$ cat src/rtl/instr_sequencer.sv
// instr_sequencer: fetch/execute sequencer for a small accumulator CPU.
//
// Fetches one instruction word from memory into an instruction register,
// presents opcode/operand to an external controller for one EXEC cycle, and
// then acts on the controller's decisions. The controller can request a halt,
// a jump, a data-memory access or a conditional skip.
//
// Ports
//   clk, rst_n            clock and synchronous active-low reset
//   opcode, operand       fields of the instruction register
//   instr_valid           high only in EXEC; controller outputs are sampled then
//   jump, skip, memRead,
//   memWrite, Halt        controller decisions for the current instruction
//   acc_zero              accumulator-is-zero flag, used by skip
//   resume                leaves HALT and restarts fetching at pc
//   mem_req, mem_we,
//   mem_addr              memory request, write flag, address
//   mem_ack, mem_rdata    completion strobe and read data
//   pc, halted            program counter and HALT indicator
//
// Memory handshake: mem_req/mem_we/mem_addr stay constant while mem_req is
// high; a transfer completes on any rising edge where mem_req and mem_ack are
// both high. mem_ack with mem_req low has no effect.
module instr_sequencer #(
    parameter int ADDR_W   = 5,
    parameter int DATA_W   = 8,
    parameter int RESET_PC = 0
) (
    input  logic              clk,
    input  logic              rst_n,
    output logic [2:0]        opcode,
    output logic [ADDR_W-1:0] operand,
    output logic              instr_valid,
    input  logic              jump,
    input  logic              skip,
    input  logic              memRead,
    input  logic              memWrite,
    input  logic              Halt,
    input  logic              acc_zero,
    input  logic              resume,
    output logic              mem_req,
    output logic              mem_we,
    output logic [ADDR_W-1:0] mem_addr,
    input  logic              mem_ack,
    input  logic [DATA_W-1:0] mem_rdata,
    output logic [ADDR_W-1:0] pc,
    output logic              halted
);

    typedef enum logic [1:0] {
        FETCH = 2'd0,
        EXEC  = 2'd1,
        DMEM  = 2'd2,
        HALT  = 2'd3
    } state_t;

    state_t            state, state_nx;
    logic [ADDR_W-1:0] pc_nx;
    logic [DATA_W-1:0] ir, ir_nx;
    logic              we_lat, we_lat_nx;
    // Cleared by reset so the first cycle after a reset edge issues no
    // request and ignores any stale mem_ack; set forever afterwards.
    logic              live;

    assign opcode  = ir[DATA_W-1 -: 3];
    assign operand = ir[ADDR_W-1:0];

    always_ff @(posedge clk) begin
        if (!rst_n) begin
            state  <= FETCH;
            pc     <= ADDR_W'(RESET_PC);
            ir     <= '0;
            we_lat <= 1'b0;
            live   <= 1'b0;
        end else begin
            state  <= state_nx;
            pc     <= pc_nx;
            ir     <= ir_nx;
            we_lat <= we_lat_nx;
            live   <= 1'b1;
        end
    end

    always_comb begin
        state_nx    = state;
        pc_nx       = pc;
        ir_nx       = ir;
        we_lat_nx   = we_lat;
        mem_req     = 1'b0;
        mem_we      = 1'b0;
        mem_addr    = pc;
        instr_valid = 1'b0;
        halted      = 1'b0;
        case (state)
            FETCH: begin
                mem_req = live;
                if (live && mem_ack) begin
                    ir_nx    = mem_rdata;
                    pc_nx    = pc + ADDR_W'(1);
                    state_nx = EXEC;
                end
            end
            EXEC: begin
                instr_valid = 1'b1;
                // Priority: Halt > jump > data access > skip.
                if (Halt) begin
                    state_nx = HALT;
                end else if (jump) begin
                    pc_nx    = operand;
                    state_nx = FETCH;
                end else if (memRead || memWrite) begin
                    we_lat_nx = memWrite;
                    state_nx  = DMEM;
                end else begin
                    // pc already points past this instruction, so one more
                    // increment steps over the next one.
                    if (skip && acc_zero) begin
                        pc_nx = pc + ADDR_W'(1);
                    end
                    state_nx = FETCH;
                end
            end
            DMEM: begin
                mem_req  = 1'b1;
                mem_we   = we_lat;
                mem_addr = operand;
                if (mem_ack) begin
                    state_nx = FETCH;
                end
            end
            HALT: begin
                halted = 1'b1;
                if (resume) begin
                    state_nx = FETCH;
                end
            end
            default: state_nx = FETCH;
        endcase
    end

endmodule

$ cat config.mk
export PLATFORM = sky130hd
export DESIGN_NAME = instr_sequencer
export DESIGN_NICKNAME = d
export VERILOG_FILES = /design/src/rtl/instr_sequencer.sv
export SDC_FILE = /design/constraint.sdc
export NUM_CORES = 1
export LEC_CHECK = 0
export ABC_AREA = 1
export CAP_MARGIN = 0
export CORE_AREA = 2 2 54 56
export CTS_BUF_LIST = sky130_fd_sc_hd__clkbuf_8
export DETAILED_ROUTE_END_ITERATION = 12
export DIE_AREA = 0 0 56 58
export GPL_TIMING_DRIVEN = 0
export PLACE_DENSITY_LB_ADDON = 0.2
export SLEW_MARGIN = 20
export SYNTH_ARGS = -nofsm -noshare
export SYNTH_HDL_FRONTEND = slang
export SYNTH_SLANG_ARGS = --single-unit
$ cat constraint.sdc
create_clock -name clk -period 1.6 [get_ports clk]
set_input_delay 0.24 -clock clk [delete_from_list [all_inputs] [get_ports clk]]
set_output_delay 0.24 -clock clk [all_outputs]
set_load 0.05 [all_outputs]
=== Word-level counts from Yosys, hierarchy flattened ===
Index checks and enable logic that the tools add are counted.

* Flip-flop bits (word level): 17
* Bits of input ports: 18
* Output and inout bits: 22
* Logic and storage cells: 45

* $add $sub $neg: 1
* Equality and inequality tests: 9
* Multiplexer cells: 19
* Bitwise gates (word level): 2
* Reductions and logical operators: 9

{| class="wikitable"
|+ Operators with widths
! kind !! number
|-
| $mux 5 || 6
|-
| $mux 2 || 6
|-
| $pmux 5 s2 || 1
|-
| $ne 2x2->1 const B || 4
|-
| $pmux 2 s4 || 1
|-
| $ne 3x3->1 const B || 2
|-
| $add 5x1->5 const B || 1
|-
| $reduce_and 5->1 || 1
|-
| $eq 2x2->1 const B || 2
|-
| $mux 1 || 4
|-
| $reduce_and 4->1 || 1
|-
| $reduce_and 3->1 || 1
|-
| $eq 2x1->1 const B || 1
|-
| $logic_and 1x1->1 || 2
|-
| $logic_not 2->1 || 1
|-
| $not 1->1 || 2
|-
| $pmux 1 s2 || 1
|-
| $reduce_and 2->1 || 1
|-
| $reduce_bool 2->1 || 1
|-
| $logic_or 1x1->1 || 1
|}

=== Longest topological paths before layout ===
Gate-level depths: netlist (run 1).

* Depth in word-level cells: 6
* Mapped depth: 9

=== Least setup slack after synthesis (run 1) ===
Ideal clock, no wire load.

* Kind: flip-flop to output port
* Start: register ir[3]
* End: output port mem_addr[3]
* Arrival: 1.864 ns
* Required time: 1.360 ns
* Path slack: -0.504 ns
* Stages on the path, launching flop included: 3
* Cell sequence: dfxtp_1 inv_1 o21ai_0

* Longest elaborated chain between the ends: 1

{| class="wikitable"
|+ RTL lines
! item !! line !! RTL
|-
| start: declaration || 59 || <nowiki>logic [DATA_W-1:0] ir, ir_nx;</nowiki>
|-
| start signal: assignment || 78 || <nowiki>ir <= ir_nx;</nowiki>
|-
| $mux 5 || 94 || <nowiki>case (state)</nowiki>
|-
| end: declaration || 43 || <nowiki>output logic [ADDR_W-1:0] mem_addr,</nowiki>
|}

No other way between the ends.

=== Worst setup path after layout (run 1) ===
* Start: register state[0]
* End: output port mem_addr[0]

* Longest elaborated chain between the ends: 2

{| class="wikitable"
|+ RTL lines
! item !! line !! RTL
|-
| start: declaration || 57 || <nowiki>state_t state, state_nx;</nowiki>
|-
| start signal: assignment || 76 || <nowiki>state <= state_nx;</nowiki>
|-
| $eq 2x2->1 || 94 ||
|-
| $mux 5 || 94 ||
|}

No other way between the ends.

==> flow_summary.toml, run 1 <==
[status]
run_status = "finished, final reports clean"

[die]
floorplan.rows = 19
die_h_um = 58
floorplan.initialDensity_pct = 34.02
fp.coreArea_sq_mm = 0.002663
die_x_um = 56
num_io_pins = 40
die_area_sq_mm = 0.003248

[layout]
mostFrequentLayoutCells = "26 x sky130_fd_sc_hd__nand2_1, 23 x sky130_fd_sc_hd__nor2_1, 17 x sky130_fd_sc_hd__clkdlybuf4s50_1, 15 x sky130_fd_sc_hd__dfxtp_1"
drive_above_1_share_pct = 18.44
layout.cells.most_common = "sky130_fd_sc_hd__nand2_1"
finalInstanceArea_sq_mm = 0.001393
layoutNonFillerInstCount = 210
fin_util_pct = 52.30
design.final.nets = 199
n_fill_cell = 282
antenna-diode-count = 0
areaGrowthSynthToFinish_pct = 53.73

[worst_setup_path]
cp-start-kind = "register"
library_cell_contributing_the_largest_single_delay_on_the_critical_path = "sky130_fd_sc_hd__dfxtp_4"
r2r-end = "pc[4]"
r2r_setup_slack_ps = 400
cpPeakStageDelay_ps = 380
r2r_start = "pc[0]"
path_cells = "inv_2 > nand2_2 > mux2_2 > buf_6"
critical_path_required_ps = 1360
arrival_ps = 1300
critical_path_peak_fanout = 5
worst-setup-path-type = "register to primary output"
r2r_cells = 8
crit_path_end_kind = "primary output"

[drt]
detail-route-antenna-nets = 0
routed_wire_length_per_instance_um = 10.32
vias = 962
drt_iter0_drc = 17
avgViaCountPerCell = 4.581
dr.pass1.iters = 4
route.detailed.drc = 0
routed_wirelength_um = 2167

[sta]
timing_hold_violations_final = 0
setup_viol = 0
worstMarginPinSlew_ps = 507.9
final.setup_skew_ps = 4.422
max_slew_margin_pct = 66.28
max_frequency_mhz = 648.7
final_period_minus_worst_setup_slack_ps = 1542
hold_slack_ps = 455.8
share_of_the_clock_period_used_by_the_worst_path_after_layout_pct = 96.35
final-max-slew-violation-count = 0

[place]
post_place_cells = 206
hpwl_um = 1696
gp_congestion = 0.7759
placement.cell_area_sq_mm = 0.001353
io_buffers = 39

[min_path]
worst_hold_path.num_cells = 1
min_from = "rst_n"
worst_min_delay_path_class = "primary input to register"
whs_endpoint = "live"

[clock_tree]
clk_pin_slew_ps = 70
cts_inserted_buffers = 3
clock_path_buffers = 2
htree_levels = 1
cts_tree = "built"
root_buffer_selected_by_cts = "sky130_fd_sc_hd__clkbuf_8"
post_cts_setup_buffers = 0
clock_sink_count = 17
clock_latency_ps = 260

[logic_synthesis]
ys_dominant_reg_cell = "sky130_fd_sc_hd__dfxtp_1"
synth_area_sq_um = 905.9
synth_top_area_share_pct = 37.57
yosysWarningCount = 0
ys_seq_area_share_pct = 37.57
synth.ff_latch_count = 17
syn_area_per_cell_sq_um = 6.661
synthArstFlopShare_pct = 0
top_area_cells_in_the_synthesized_netlist = "sky130_fd_sc_hd__dfxtp_1 38%, sky130_fd_sc_hd__nand2_1 11%, sky130_fd_sc_hd__nor2_1 9.9%, sky130_fd_sc_hd__o21ai_0 9.4%, sky130_fd_sc_hd__inv_1 5.0%"
syn_nets = 155
post_synth_num_cell_types = 23
synthCells = 136
synth_top_cell_by_area = "sky130_fd_sc_hd__dfxtp_1"
synth_enable_flop_cells = 0

[pwr]
leakage_nw = 0.6521
irDropWorstVdd_uv = 658.1
powerDensity_mw_per_mm2 = 973.7

[global_routing]
antenna_found_initial = 0
gr-usage-all-layers_pct = 14.59
grt_remaining_overflow = 0
first_global_vias = 873
grt_max_degree = 11
first_pass_grt_wire_length_um = 3622

[job]
drv.max_cap_violation_count = 0
==> sequential cells by signal, summed over array words and instances (netlist names) <==
signal and flops:
pc 5, live 1, state 2, ir 8, we_lat 1
==> per-layer routing <==
metal / track usage, % / wire length (um) / part of all wire [%]
met3: 5.804 / 165 / 7.6
met5: 0 / 0 / 0
met4: 6.122 / 36 / 1.7
met1: 15.03 / 948 / 44
met2: 26.39 / 1017 / 47
==> worst max-delay path, delay by kind of cell (launching register included) <==
kind	cells	cell delay [ps]
buffers and inverters	2	220
and+or+nand+nor	1	100
DFF	1	380
muxes	1	350
==> kinds of logic after synthesis <==
logic type | after synthesis | synth area share (%)
DFF | 17 | 37.57
adders and majority gates | 1 | 1.381
xor gates and xnor gates | 1 | 0.9670
muxes | 1 | 1.243
and+or+nand+nor | 68 | 33.29
AOI/OAI and AO/OA | 30 | 17.40
buffers and inverters | 18 | 8.148
==> per-stage QoR <==
stage | total power, mW | setup slack [ps] | TNS [ps]
2_1_floorplan | 0.8781 | 82.42 | 0
3_3_place_gp | 1.057 | -509.7 | -3138
3_5_place_dp | 1.062 | -527.9 | -3308
4_1_cts | 1.366 | 10.53 | 0
5_1_grt | 1.439 | -1.620 | -1.620
6_report | 1.356 | 58.47 | 0
==> worst max path at each step <==
stage | startpoint | endpoint | slack, ps | cells after the start
after floorplan | pc[0] | pc[4] | 80 | 8
after detailed placement | state[0] | mem_addr[2] | -530 | 6
after global routing | state[0] | mem_we | -2 | 5
final | state[0] | mem_addr[0] | 60 | 4
after CTS | state[0] | mem_addr[0] | 10 | 4
after global placement | state[0] | mem_addr[1] | -510 | 6
==> synth_stat cells, drive strengths merged (2+ instances only) <==
cell type	number
o21ai	19
a21oi	8
buf	2
nand3	8
a21boi	2
nor2	26
dfxtp	17
nand2	32
inv	15
==> final cells by class <==
class	instances	area, sq um	share of cell area [%]
repair buffers	39	371.6	26.68
multi-input cells	101	511.7	36.75
plain buffers	3	23.77	1.707
flip-flops and latches	17	345.3	24.80
well taps	31	38.79	2.785
clock buffers	3	41.29	2.965
inverters	15	56.30	4.043
clock inverters	1	3.754	0.2695
==> repair_timing <==
item | CTS | global route
setup endpoints to repair | 22 | 3
endpoints found under the hold margin | 0 | 0
gates resized for setup | 65 | 4
hold buffers | 0 | 0
==> power breakdown <==
part	internal [mW]	switching, mW	total, mW
logic	0.182	0.350	0.532
clock network	0.171	0.150	0.320
registers	0.464	0.0394	0.504
Power figures use the tool's default switching activity.
==> run 2, diff against run 1 <==
--- a/config.mk
+++ b/config.mk
@@ -11,7 +11,6 @@
 export CTS_BUF_LIST = sky130_fd_sc_hd__clkbuf_8
 export DETAILED_ROUTE_END_ITERATION = 12
 export DIE_AREA = 0 0 56 58
-export GPL_TIMING_DRIVEN = 0
 export PLACE_DENSITY_LB_ADDON = 0.2
 export SLEW_MARGIN = 20
 export SYNTH_ARGS = -nofsm -noshare
==> run 2 against run 1 <==
  * Power is 7.4% higher
  * Combinational power rose by 17%
  * First-iteration DRC count is 5.9% higher
  * Global-route usage up 0.61 points
  * Largest power group unchanged
==> flow_summary.toml, run 2 (synthesis gave the netlist of run 1 again) <==
[drt]
wl_met2_um = 1159
dr.pass1.iters = 4
detail_route.wirelength.met1_um = 980
met3RoutedLength_um = 147
routed_wirelength_um = 2305
drt_iter0_drc = 18
route.detailed.drc = 0
route.top_layer_used = "met4"
vias = 1004
detail-route-antenna-nets = 0
routed_wire_length_per_instance_um = 10.82
avgViaCountPerCell = 4.714

[sta]
final_period_minus_worst_setup_slack_ps = 1509
share_of_the_clock_period_used_by_the_worst_path_after_layout_pct = 94.34
final.setup_skew_ps = 0.7372
timing_hold_violations_final = 0
setup_viol = 0
max_slew_margin_pct = 77.77
final-max-slew-violation-count = 0
final_worst_slack_ps = 90.57
rsz0062_at_grt = "no"
fin_tns_setup_ps = 0
worstMarginPinSlew_ps = 330.9
max_frequency_mhz = 662.5

[clock_tree]
root_buffer_selected_by_cts = "sky130_fd_sc_hd__clkbuf_8"
htree_levels = 1
clock_path_buffers = 2
clock_sink_count = 17
clk_pin_slew_ps = 70
cts_tree = "built"
clock_latency_ps = 250
post_cts_setup_buffers = 0
cts_inserted_buffers = 3
hold_fix_buffer_count_after_cts = 0

[job]
drv.max_cap_violation_count = 0

[die]
die_x_um = 56
die_h_um = 58
floorplan.rows = 19
floorplan.initialDensity_pct = 34.02
num_io_pins = 40
die_area_sq_mm = 0.003248
fp.coreArea_sq_mm = 0.002663

[layout]
drive_above_1_share_pct = 27.47
layout.cells.most_common = "sky130_fd_sc_hd__nand2_1"
mostFrequentLayoutCells = "26 x sky130_fd_sc_hd__nand2_1, 23 x sky130_fd_sc_hd__nor2_1, 19 x sky130_fd_sc_hd__buf_4, 17 x sky130_fd_sc_hd__clkdlybuf4s50_1, 16 x sky130_fd_sc_hd__dfxtp_1"
fin_util_pct = 56.16
design.final.nets = 202
max_ffs_per_register = 8
areaGrowthSynthToFinish_pct = 65.05
antenna-diode-count = 0
registers.top_by_ff_count = "ir"
largest_registers = "ir x8, pc x5, state x2"
finalInstanceArea_sq_mm = 0.001495

[pwr]
total_power_mw = 1.456
leakage_nw = 0.6603
irDropWorstVdd_uv = 667.8
powerDensity_mw_per_mm2 = 973.6

[place]
preCtsSetupSlack_ps = 105.6
hpwl_um = 1911
placement.cell_area_sq_mm = 0.001438
io_buffers = 39
gp_congestion = 0.7744

[worst_setup_path]
r2r-end = "pc[0]"
worst-setup-path-type = "register to primary output"
critical_path_peak_fanout = 6
r2r_start = "state[1]"
crit_path_end_kind = "primary output"
critical_path_required_ps = 1360
r2r_setup_slack_ps = 320
cp-start-kind = "register"
arrival_ps = 1270
r2r_cells = 9

[min_path]
worst_hold_path.num_cells = 2
min_from = "we_lat"
whs_endpoint = "we_lat"
worst_min_delay_path_class = "register to register"

[global_routing]
first_global_vias = 933
grt_max_degree = 14
gr-usage-all-layers_pct = 15.20
antenna_found_initial = 0
first_pass_grt_wire_length_um = 3960
grt_remaining_overflow = 0

[status]
run_status = "finished, final reports clean"
==> run 2: cell types whose count changed in the layout (fill, tap and decap cells not counted), moves of 2 or more <==
cell                            before  now
sky130_fd_sc_hd__buf_4               1   19
sky130_fd_sc_hd__dlygate4sd2_1      13    0
sky130_fd_sc_hd__buf_12              0    9
sky130_fd_sc_hd__buf_6               6    0
sky130_fd_sc_hd__buf_2               2    0
==> run 2: timing repair <==
action | CTS | global route
gates cloned | 0 | 0
resized for setup | 1 | 2
endpoints found under the setup margin | 2 | 3
==> run 2: power breakdown <==
group	switching [mW]	total [mW]	internal (mW)
Sequential	0.0371	0.500	0.463
Combinational	0.371	0.621	0.250
Clock	0.159	0.335	0.175
Total	0.567	1.46	0.888
==> run 2: final cells by class <==
class	instances	area (sq um)
Clock buffer	3	41.29
Clock inverter	1	7.507
Fill cell	263	1167
Inverter	15	56.30
Multi-Input combinational cell	101	516.7
Sequential cell	17	341.6
Tap cell	31	38.79
Timing Repair Buffer	45	493.0
==> run 2: stage by stage <==
step,instances,hold WS (ps)
floorplan,136,267.7
global placement,209,449.0
detailed placement,209,458.0
CTS,213,469.6
global route,213,491.6
finish,213,469.5
==> run 2: worst max-delay path by stage <==
| stage | start | end | slack [ps] |
|---|---|---|---|
| 6_report | state[0] | mem_addr[0] | 90 |
| 4_1_cts | state[0] | mem_addr[0] | 20 |
| 5_1_grt | state[0] | mem_addr[0] | 20 |
| 3_3_place_gp | Halt | pc[0] | 110 |
| 2_1_floorplan | pc[0] | pc[4] | 80 |
| 3_5_place_dp | Halt | pc[0] | 110 |
==> run 2: metal layers <==
metal / global-route usage, % / vias up
met2: 28.57 / 33
met1: 17.38 / 438
li1: - / 529
met5: 0 / -
met4: 2.041 / 0
met3: 4.688 / 4
==> run 2: critical path, cell delays in order, from the launching register on <==
cell and delay (ps):
sky130_fd_sc_hd__dfxtp_2 340, sky130_fd_sc_hd__inv_2 70, sky130_fd_sc_hd__nand2_4 90, sky130_fd_sc_hd__mux2_2 330, sky130_fd_sc_hd__buf_4 190
